$ cat config.mk
export PLATFORM = sky130hd
export DESIGN_NAME = uart_result_serializer
export DESIGN_NICKNAME = d
export VERILOG_FILES = /design/src/rtl/uart_pkg.sv /design/src/rtl/sync_fifo.sv /design/src/rtl/uart_result_serializer.sv
export SDC_FILE = /design/constraint.sdc
export NUM_CORES = 1
export LEC_CHECK = 0
export CORE_ASPECT_RATIO = 1.2
export CORE_MARGIN = 2
export CORE_UTILIZATION = 60
export DETAILED_ROUTE_END_ITERATION = 10
export PLACE_DENSITY_LB_ADDON = 0.12
export SYNTH_ARGS = -nofsm -noshare
export SYNTH_HDL_FRONTEND = slang
export SYNTH_SLANG_ARGS = --single-unit
$ cat constraint.sdc
create_clock -name clk -period 4.05 [get_ports clk]
set_input_delay 0.405 -clock clk [delete_from_list [all_inputs] [get_ports clk]]
set_output_delay 0.405 -clock clk [all_outputs]
set_load 0.02 [all_outputs]
$ cat src/rtl/uart_pkg.sv
// Shared definitions for the result-to-UART serializer: FSM encoding,
// default frame header and a ceiling-divide helper for byte counts.
package uart_pkg;

    typedef enum logic [2:0] {
        ST_IDLE,
        ST_SYNC,
        ST_WAIT_S,
        ST_BYTE,
        ST_WAIT_B
    } ser_state_t;

    localparam logic [7:0] DEFAULT_SYNC_BYTE = 8'hA5;

    function automatic int ceil_div(input int num, input int den);
        return (num + den - 1) / den;
    endfunction

endpackage

$ cat src/rtl/sync_fifo.sv
// Single-clock FIFO with show-ahead read data. Pushes while full and pops
// while empty are ignored; full/empty are derived from the registered count.
module sync_fifo #(
    parameter int WIDTH = 8,
    parameter int DEPTH = 8
) (
    input  logic                     clk,
    input  logic                     reset,
    input  logic                     push,
    input  logic [WIDTH-1:0]         wdata,
    input  logic                     pop,
    output logic [WIDTH-1:0]         rdata,
    output logic                     full,
    output logic                     empty,
    output logic [$clog2(DEPTH):0]   count
);

    localparam int AW = $clog2(DEPTH);
    localparam int CW = AW + 1;

    logic [WIDTH-1:0] mem [DEPTH];
    logic [AW-1:0]    wr_ptr;
    logic [AW-1:0]    rd_ptr;
    logic             do_push;
    logic             do_pop;

    assign full    = (count == CW'(DEPTH));
    assign empty   = (count == '0);
    assign do_push = push && !full;
    assign do_pop  = pop && !empty;
    assign rdata   = mem[rd_ptr];

    // Storage array; contents need no reset since count gates every read.
    always_ff @(posedge clk) begin
        if (do_push) begin
            mem[wr_ptr] <= wdata;
        end
    end

    // Pointers wrap naturally because DEPTH is a power of two.
    always_ff @(posedge clk or posedge reset) begin
        if (reset) begin
            wr_ptr <= '0;
            rd_ptr <= '0;
            count  <= '0;
        end else begin
            if (do_push) wr_ptr <= wr_ptr + 1'b1;
            if (do_pop)  rd_ptr <= rd_ptr + 1'b1;
            case ({do_push, do_pop})
                2'b10:   count <= count + 1'b1;
                2'b01:   count <= count - 1'b1;
                default: count <= count;
            endcase
        end
    end

endmodule

$ cat src/rtl/uart_result_serializer.sv
// Buffers full-width results and sends each one as an optional sync byte
// followed by ceil(RESULT_W/8) data bytes, one byte per tx_done handshake.
//
//  state     | meaning
//  ----------+-----------------------------------------------------------
//  ST_IDLE   | waiting for a buffered result; pops the head when present
//  ST_SYNC   | presents the frame header and pulses tx_start
//  ST_WAIT_S | header in flight; waits for tx_done
//  ST_BYTE   | presents data byte idx and pulses tx_start
//  ST_WAIT_B | data byte in flight; waits for tx_done, then next or idle
module uart_result_serializer
    import uart_pkg::*;
#(
    parameter int         RESULT_W   = 21,
    parameter int         FIFO_DEPTH = 8,
    parameter int         MSB_FIRST  = 0,
    parameter int         SYNC_EN    = 1,
    parameter logic [7:0] SYNC_BYTE  = DEFAULT_SYNC_BYTE
) (
    input  logic                          clk,
    input  logic                          reset,
    input  logic [RESULT_W-1:0]           res_data,
    input  logic                          res_valid,
    output logic [7:0]                    tx_data,
    output logic                          tx_start,
    input  logic                          tx_done,
    output logic [$clog2(FIFO_DEPTH):0]   fifo_count,
    output logic                          overflow,
    output logic                          idle
);

    localparam int              NBYTES   = ceil_div(RESULT_W, 8);
    localparam int              IDXW     = (NBYTES > 1) ? $clog2(NBYTES) : 1;
    localparam logic [IDXW-1:0] LAST_IDX = IDXW'(NBYTES - 1);

    ser_state_t             state;
    logic [IDXW-1:0]        idx;
    logic [IDXW-1:0]        sel_idx;
    logic [NBYTES*8-1:0]    word_q;
    logic [NBYTES*8-1:0]    head_ext;
    logic [RESULT_W-1:0]    head;
    logic [7:0]             cur_byte;
    logic                   full;
    logic                   empty;
    logic                   pop;

    assign pop = (state == ST_IDLE) && !empty;

    sync_fifo #(
        .WIDTH (RESULT_W),
        .DEPTH (FIFO_DEPTH)
    ) u_fifo (
        .clk   (clk),
        .reset (reset),
        .push  (res_valid),
        .wdata (res_data),
        .pop   (pop),
        .rdata (head),
        .full  (full),
        .empty (empty),
        .count (fifo_count)
    );

    // Zero-extend the FIFO head to a whole number of bytes.
    always_comb begin
        head_ext                = '0;
        head_ext[RESULT_W-1:0]  = head;
    end

    // Pick the byte for the current index in the configured byte order.
    always_comb begin
        sel_idx  = (MSB_FIRST != 0) ? (LAST_IDX - idx) : idx;
        cur_byte = '0;
        for (int i = 0; i < NBYTES; i++) begin
            if (sel_idx == IDXW'(i)) begin
                cur_byte = word_q[i*8 +: 8];
            end
        end
    end

    // Sticky drop flag: a push against a full FIFO is lost even if a pop
    // happens in the same cycle.
    always_ff @(posedge clk or posedge reset) begin
        if (reset) begin
            overflow <= 1'b0;
        end else if (res_valid && full) begin
            overflow <= 1'b1;
        end
    end

    // Frame sequencer with registered tx_data/tx_start/idle.
    always_ff @(posedge clk or posedge reset) begin
        if (reset) begin
            state    <= ST_IDLE;
            idx      <= '0;
            word_q   <= '0;
            tx_data  <= '0;
            tx_start <= 1'b0;
            idle     <= 1'b1;
        end else begin
            tx_start <= 1'b0;
            idle     <= empty && (state == ST_IDLE);
            case (state)
                ST_IDLE: begin
                    if (!empty) begin
                        word_q <= head_ext;
                        idx    <= '0;
                        state  <= (SYNC_EN != 0) ? ST_SYNC : ST_BYTE;
                    end
                end
                ST_SYNC: begin
                    tx_data  <= SYNC_BYTE;
                    tx_start <= 1'b1;
                    state    <= ST_WAIT_S;
                end
                ST_WAIT_S: begin
                    if (tx_done) begin
                        idx   <= '0;
                        state <= ST_BYTE;
                    end
                end
                ST_BYTE: begin
                    tx_data  <= cur_byte;
                    tx_start <= 1'b1;
                    state    <= ST_WAIT_B;
                end
                ST_WAIT_B: begin
                    if (tx_done) begin
                        if (idx == LAST_IDX) begin
                            state <= ST_IDLE;
                        end else begin
                            idx   <= idx + 1'b1;
                            state <= ST_BYTE;
                        end
                    end
                end
                default: state <= ST_IDLE;
            endcase
        end
    end

endmodule

Yosys cells after proc, flatten, opt, wreduce, memory -nomap -nowiden. Memory sizes are Yosys's and may differ from the RTL's. A register that Yosys moved wholly into a read port is not among the register bits. Index checks and enable logic that the tools add are counted.

$add $sub $neg: 5. Equality and inequality tests: 13. Mux-type cells: 18. Bitwise logic cells: 1. Reduce and logical (&&, ||, !) cells: 17.

Operator list (number): 8-bit two-way mux (3); 8-bit one-hot mux with 2 select lines (1); 3-bit one-hot mux with 5 select lines (1); 2-bit two-way mux (5); 3-bit two-way mux (3); 2-bit inequality test (second input constant) (4); 4-bit one-hot mux with 2 select lines (1); 3-bit by 1-bit adder with 3-bit output (second input constant) (2); 3-bit by 2-bit == test with 1-bit output (second input constant) (2); 2-bit one-hot mux with 3 select lines (1); 1-bit logical AND (5); 5-bit AND reduction (1); 4-bit by 1-bit adder with 4-bit output (second input constant) (1); 2-bit by 1-bit == test with 1-bit output (second input constant) (2); 2-bit == test (second input constant) (2); 4-bit == test (second input constant) (1); 4-bit zero test (1); 2-bit nonzero test (2); 4-bit by 1-bit subtractor with 4-bit output (second input constant) (1); 3-bit by 1-bit == test with 1-bit output (second input constant) (1); 3-bit == test (second input constant) (1); 3-bit zero test (1); 1-bit two-way mux (3); 3-bit AND reduction (1); other kinds (7) (8).

Bits in registers: 26. RAM bits: 168. Bits of input ports: 25. Logic and storage cells: 64. Memories kept: 1.

Memories: u_fifo.mem (depth 8, width 21, read ports 1, clocked after Yosys merged registers in 1, write ports 1, RTL line sync_fifo.sv:21) `logic [WIDTH-1:0] mem [DEPTH];`.

Depth between registers and ports, before layout. Gate-level depths: netlist (run 1).

Word-level depth: 6. Mapped depth: 11. Depth with buffers taken out: 10.

Cells and area by module. Synthesis (run 1) repeated with hierarchy kept, for this count alone.

Cell total of the unflattened synthesis: 446. Area total of the unflattened synthesis: 8729.6 µm².

Modules (own cells, without submodules): sync_fifo (instances 1, cells each 311, area an instance 7104.3 µm², sequential area each 5295.1 µm²); uart_result_serializer (instances 1, cells each 135, area an instance 1625.3 µm², sequential area each 927.1 µm²).

Least setup slack after synthesis (run 1). No wires, ideal clock.

Kind: register -> register. Start point: register u_fifo.count[1]. End point: memory u_fifo.mem[0][0] in the netlist's numbering, enable pin. Arrival: 2.695 ns. Path slack: 0.930 ns. Stages on the path, launching flop included: 5. Buffers on the path: 0. Cell sequence: dfrtp_1 nor3_1 a21boi_0 nand2b_1 nor3_1.

Longest elaborated chain between the ends: 5.

RTL lines: start, declared (RTL line sync_fifo.sv:15) `output logic [$clog2(DEPTH):0] count`; start signal, assigned (RTL line sync_fifo.sv:50) `2'b10: count <= count + 1'b1;`; start signal, assigned (RTL line sync_fifo.sv:51) `2'b01: count <= count - 1'b1;`; start signal, assigned (RTL line sync_fifo.sv:52) `default: count <= count;`; 4-bit == test (RTL line sync_fifo.sv:27) `assign full = (count == CW'(DEPTH));`; 1-bit zero test (RTL line sync_fifo.sv:29) `assign do_push = push && !full;`; 1-bit logical AND (RTL line sync_fifo.sv:29); 1-bit two-way mux (RTL line sync_fifo.sv:35) `if (do_push) begin`; 1-bit two-way mux (not written as such) (RTL line sync_fifo.sv:36) `mem[wr_ptr] <= wdata;`; end, declared (RTL line sync_fifo.sv:21).

Every way passes these cells.

Final worst setup path (run 1).
Start point: register u_fifo.count[0]. End point: memory u_fifo.mem[4][2] in the netlist's numbering, enable pin.

The elaborated chain is that of the path after synthesis.

==> flow_metrics.env, run 1 <==
export IMPL_status="complete, no violations"
export IMPL_required_ps=4230
export IMPL_synthesis_nets=493
export IMPL_drv_slew=0
export IMPL_cts_resized=0
export IMPL_max_freq_mhz=358
export IMPL_dp_cells=662
export IMPL_startpoint="u_fifo.count[0]"
export IMPL_whs_ps=471
export IMPL_start_util_pct=61.5
export IMPL_skew_ps=6.45
export IMPL_worst_pin_slew_ps=985
export IMPL_synth_edf_count=168
export IMPL_clkLatencyLatePin_ps=490
export IMPL_drive_above_1_share_pct=22.1
export IMPL_numCtsBuffers=21
export IMPL_design_core_area_um2=13800
export IMPL_power_density_nw_per_um2=744
export IMPL_wl_um=16000
export IMPL_postSynthCellCount=460
export IMPL_clk_pin_slew_ps=60
export IMPL_path_class="reg -> reg"
export IMPL_rrSetupSlack_ps=1260
export IMPL_rr_endpoint="u_fifo.mem[4][2]"
export IMPL_fin_nets=547
export IMPL_grt_overflow=0
export IMPL_grt_max_degree=48
export IMPL_grt_util_all_layers_pct=22.0
export IMPL_cp_data_arrival_time_ps=2970
export IMPL_max_cap_violations=0
export IMPL_placementRows=47
export IMPL_die_w_um=113
export IMPL_grt_pass1_vias=4394
export IMPL_clock_path_buffers=3
export IMPL_yosysWarnings=0
export IMPL_layout_setup_ws_ps=1260
export IMPL_ir_worst_vdd_uv=468
export IMPL_clock_sinks=215
export IMPL_n_antenna_cell=0
export IMPL_min_period_over_period_pct=69.0
export IMPL_first_iter_violations=379
export IMPL_pwr_share_comb_pct=31.6
export IMPL_fin_cells=696
export IMPL_pre_cts_ws_ps=973
export IMPL_avgSynthCellArea_um2=18.5
export IMPL_ys_seq_elements=215
export IMPL_synth_top_area_share_pct=59.3
export IMPL_synth_cell_types=44
export IMPL_clockRootBuffer="clkbuf_16"
export IMPL_path_max_fanout=12
export IMPL_hold_violations=0
export IMPL_rsz0062_at_grt="no"
export IMPL_grt_pass1_wl_um=25000
export IMPL_p_sw_mw=2.30
export IMPL_async_reset_ff_share_pct=21.9
export IMPL_cts_tree="yes"
export IMPL_hpwlAfterDp_um=10500
export IMPL_p_seq_share_pct=44.1
export IMPL_finalPower_mw=7.23
export IMPL_area_growth_pct=14.3
export IMPL_netlist_top_cells_area="edfxtp_1 59%, dfrtp_1 14%, mux4_2 11%"
export IMPL_portBuffers=39
export IMPL_syn_area_um2=8510
export IMPL_routed_via_density=6.05
export IMPL_setup_tns_ps=0
export IMPL_crit_end="u_fifo.mem[4][2]"
export IMPL_ff2ff_path_depth=5
export IMPL_period_minus_slack_ps=2790
export IMPL_layout_commonest_cell="edfxtp_1"
export IMPL_cp_end_kind="flop"
export IMPL_drc=0
export IMPL_post_cts_buffers=0
export IMPL_r2r_start="u_fifo.count[0]"
export IMPL_final_cell_mix="168 x edfxtp_1, 47 x nand2_1, 45 x dfrtp_1"
export IMPL_synth_flop_cell="edfxtp_1"
export IMPL_yosysTopAreaCell="edfxtp_1"
export IMPL_die_area_um2=15100
export IMPL_swShare_pct=31.8
export IMPL_hp_class="in -> async"
export IMPL_hold_buffers=0
export IMPL_via_count=4213
export IMPL_gp_congestion=0.852
export IMPL_ys_seq_area_share_pct=73.2
export IMPL_cts_htree_levels=1
export IMPL_p_leak_nw=3.41
export IMPL_io_pins=40
export IMPL_ant_nets=0
export IMPL_wire_per_inst_um=23.0
export IMPL_chipHeight_um=134
export IMPL_power_frac_clock_pct=24.3
export IMPL_setup_viol=0
export IMPL_cp_start_kind="flop"
export IMPL_slew_headroom_pct=34.3
export IMPL_dr_pass1_iters=6
export IMPL_internal_power_mw=4.93
export IMPL_antenna_found_initial=0
==> sequential cells by signal, indices dropped and copies added, names as in the netlist <==
register / flops
u_fifo.mem: 168
word_q: 21
tx_data: 8
u_fifo.count: 4
state: 3
u_fifo.rd_ptr: 3
u_fifo.wr_ptr: 3
idx: 2
idle: 1
overflow: 1
tx_start: 1
==> cell type report <==
class / instances / area, µm²
multi-input cells: 216 / 2140
flip-flops and latches: 215 / 6220
clock buffers: 24 / 537
repair buffers: 52 / 500
well taps: 171 / 214
fillers: 869 / 4100
inverters: 8 / 30.0
clock inverters: 10 / 73.8
==> cells in the mapped netlist, types with 4 or more instances <==
| master | number |
|---|---|
| nand2b_1 | 6 |
| clkbuf_1 | 7 |
| buf_6 | 5 |
| ha_1 | 8 |
| nand2_1 | 47 |
| a21oi_1 | 5 |
| mux2i_1 | 24 |
| nor2_1 | 13 |
| edfxtp_1 | 168 |
| xnor2_1 | 4 |
| inv_1 | 6 |
| dfrtp_1 | 46 |
| o21ai_2 | 17 |
| buf_4 | 4 |
| mux4_2 | 42 |
| nor3_1 | 5 |
| nand3b_1 | 4 |
| o21ai_0 | 10 |
==> power by group through the flow <==
stage	Combinational, mW	Sequential (mW)	Clock (mW)
after CTS	2.32	3.19	1.80
after global placement	2.27	3.20	0
after global routing	2.50	3.24	1.88
final	2.29	3.19	1.76
after detailed placement	2.31	3.23	0
after floorplan	1.70	3.17	0
==> metal layers <==
metal  vias to the layer above  share of wire [%]  global-route usage (%)
met1                      2161                 40                    29.0
li1                       1906                  -                       -
met4                         0                1.9                    5.89
met3                        24                4.5                    3.07
met2                       122                 53                    39.0
met5                         -                  0                       0
==> logic make-up (layout without fill, tap and decap cells) <==
| kind of cell | Yosys count | after routing | share of synthesized area, % |
|---|---|---|---|
| flip-flops | 215 | 215 | 73.2 |
| AND/OR/NAND/NOR | 83 | 83 | 4.38 |
| multiplexers | 68 | 68 | 14.2 |
| AO/OA/AOI/OAI | 49 | 49 | 4.21 |
| buffers and inverters | 29 | 94 | 1.96 |
| adder cells (fa/ha/maj) | 8 | 8 | 1.18 |
| XOR/XNOR | 8 | 8 | 0.912 |
==> per-stage QoR <==
stage,util [%],instance area (µm²)
final,70.3,9720
after global routing,70.3,9720
after CTS,70.3,9720
after detailed placement,65.9,9110
after global placement,65.9,9110
after floorplan,-,8510
==> worst max-delay path, stage by stage, from the launching register on <==
cell and delay, ps:
dfrtp_1 490, nor3_1 110, a21boi_0 650, nand2b_1 350, nor2_2 560, buf_4 320
==> worst min-delay path by stage <==
stage / to / slack (ps) / cells after the start
final: u_fifo.rd_ptr[0] / 470 / 2
after global routing: word_q[5] / 500 / 2
after CTS: word_q[5] / 480 / 2
after detailed placement: overflow / 460 / 1
after global placement: tx_data[6] / 460 / 2
after floorplan: word_q[10] / 450 / 2
Note: power is estimated with default switching activity, not from simulation.
==> inputs of run 2 (changes only) <==
clock period = 2.9 ns   (was 4.05 ns; I/O delays follow)
==> flow_metrics.env, run 2 (synthesis gave the netlist of run 1 again) <==
export IMPL_status="complete, no violations"
export IMPL_path_max_fanout=8
export IMPL_skew_ps=11.4
export IMPL_critPathMaxStageDelay_ps=570
export IMPL_path_cells="nor4_1, or4_2, inv_2, ha_1, nand3b_1, a2111oi_0, nor3_1, xnor2_1"
export IMPL_clk_pin_slew_ps=60
export IMPL_largest_reg_flops=168
export IMPL_io_pins=40
export IMPL_rrSetupSlack_ps=300
export IMPL_fill_cells=875
export IMPL_wire_per_inst_um=21.5
export IMPL_clkLatencyLatePin_ps=490
export IMPL_cp_end_kind="flop"
export IMPL_design_core_area_um2=13800
export IMPL_routed_via_density=5.97
export IMPL_drv_slew=0
export IMPL_n_antenna_cell=0
export IMPL_fin_cells=699
export IMPL_placementRows=47
export IMPL_regMostFlops="u_fifo.mem"
export IMPL_grt_pass1_wl_um=23800
export IMPL_pre_cts_ws_ps=133
export IMPL_grtUsageMet3_pct=4.02
export IMPL_power_density_nw_per_um2=1030
export IMPL_cp_start_kind="flop"
export IMPL_drc=0
export IMPL_cts_tree="yes"
export IMPL_dr_pass1_iters=4
export IMPL_grt_util_met2_pct=35.7
export IMPL_first_iter_violations=275
export IMPL_reg_top3="u_fifo.mem: 168 flops, word_q: 21 flops, tx_data: 8 flops"
export IMPL_fin_nets=549
export IMPL_rsz0062_at_grt="no"
export IMPL_cts_resized=0
export IMPL_layout_commonest_cell="edfxtp_1"
export IMPL_slew_headroom_pct=49.8
export IMPL_die_w_um=113
export IMPL_portBuffers=39
export IMPL_p_leak_nw=3.41
export IMPL_numCtsBuffers=21
export IMPL_layout_setup_ws_ps=297
export IMPL_ant_nets=0
export IMPL_clock_path_buffers=3
export IMPL_path_class="reg -> reg"
export IMPL_rr_endpoint="u_fifo.count[3]"
export IMPL_hp_class="in -> async"
export IMPL_area_growth_pct=14.6
export IMPL_grt_overflow=0
export IMPL_max_freq_mhz=384
export IMPL_critPathBufInv=1
export IMPL_clockRootBuffer="clkbuf_16"
export IMPL_met1_usage_pct=27.6
export IMPL_wl_um=15000
export IMPL_finalPower_mw=10.0
export IMPL_setup_viol=0
export IMPL_required_ps=3270
export IMPL_hold_violations=0
export IMPL_drive_above_1_share_pct=22.0
export IMPL_dp_cells=664
export IMPL_final_cell_mix="168 x edfxtp_1, 47 x nand2_1, 45 x dfrtp_1"
export IMPL_hpwlAfterDp_um=8860
export IMPL_post_cts_buffers=0
export IMPL_clock_sinks=215
export IMPL_antenna_found_initial=0
export IMPL_crit_family="simple AND/OR/NAND/NOR gates"
export IMPL_via_count=4176
export IMPL_max_cap_violations=0
export IMPL_r2r_start="u_fifo.count[1]"
export IMPL_cts_htree_levels=1
export IMPL_grt_max_degree=45
export IMPL_ff2ff_path_depth=8
export IMPL_chipHeight_um=134
export IMPL_critPathSlowestCell="nor4_1"
export IMPL_min_period_over_period_pct=89.7
export IMPL_period_minus_slack_ps=2600
export IMPL_worst_pin_slew_ps=753
export IMPL_hold_buffers=0
export IMPL_die_area_um2=15100
export IMPL_setup_tns_ps=0
export IMPL_ir_worst_vdd_uv=1270
export IMPL_gp_congestion=0.743
export IMPL_grt_util_all_layers_pct=20.7
export IMPL_cp_data_arrival_time_ps=2970
export IMPL_grt_pass1_vias=4346
export IMPL_start_util_pct=61.5
export IMPL_top_usage_layer="met2"
export IMPL_whs_ps=241
## run 2: worst max-delay path by stage
stage / from / endpoint / slack, ps / depth (start not counted)
4_1_cts: u_fifo.count[0] / u_fifo.count[3] / 290 / 8
3_5_place_dp: res_valid / u_fifo.count[3] / 130 / 8
3_3_place_gp: res_valid / u_fifo.count[2] / 260 / 10
5_1_grt: u_fifo.count[0] / u_fifo.count[2] / 40 / 10
2_1_floorplan: u_fifo.count[1] / u_fifo.mem[6][0] / 340 / 4
6_report: u_fifo.count[1] / u_fifo.count[3] / 300 / 8
## run 2: final cells by class
| class | instances | area (µm²) | area share, % |
|---|---|---|---|
| Sequential cell | 215 | 6220 | 63.9 |
| Multi-Input combinational cell | 216 | 2160 | 22.1 |
| Clock buffer | 28 | 552 | 5.66 |
| Timing Repair Buffer | 54 | 528 | 5.42 |
| Tap cell | 171 | 214 | 2.20 |
| Clock inverter | 7 | 41.3 | 0.424 |
| Inverter | 8 | 30.0 | 0.308 |
## run 2: through the flow
stage | util, % | area, µm²
final | 70.5 | 9740
after global routing | 70.5 | 9740
after global placement | 66.2 | 9150
after floorplan | - | 8520
after detailed placement | 66.2 | 9150
after CTS | 70.5 | 9740
## run 2: worst register-to-register path: stages, from the launching register on
cell,delay [ps]
dfrtp_1,460
nor4_1,570
or4_2,250
inv_2,60
ha_1,250
nand3b_1,200
a2111oi_0,440
nor3_1,130
xnor2_1,140
## run 2: layer usage
metal / share of wire, % / up-vias
li1: - / 1916
met1: 42 / 2141
met2: 52 / 99
met3: 4.5 / 20
met4: 1.7 / 0
met5: 0 / -
## run 2: where the power goes
part / switching [mW] / leakage [nW] / internal, mW
registers: 0.442 / 2.09 / 4.02
logic: 1.70 / 1.03 / 1.49
clock network: 1.05 / 0.281 / 1.33
total: 3.20 / 3.41 / 6.84
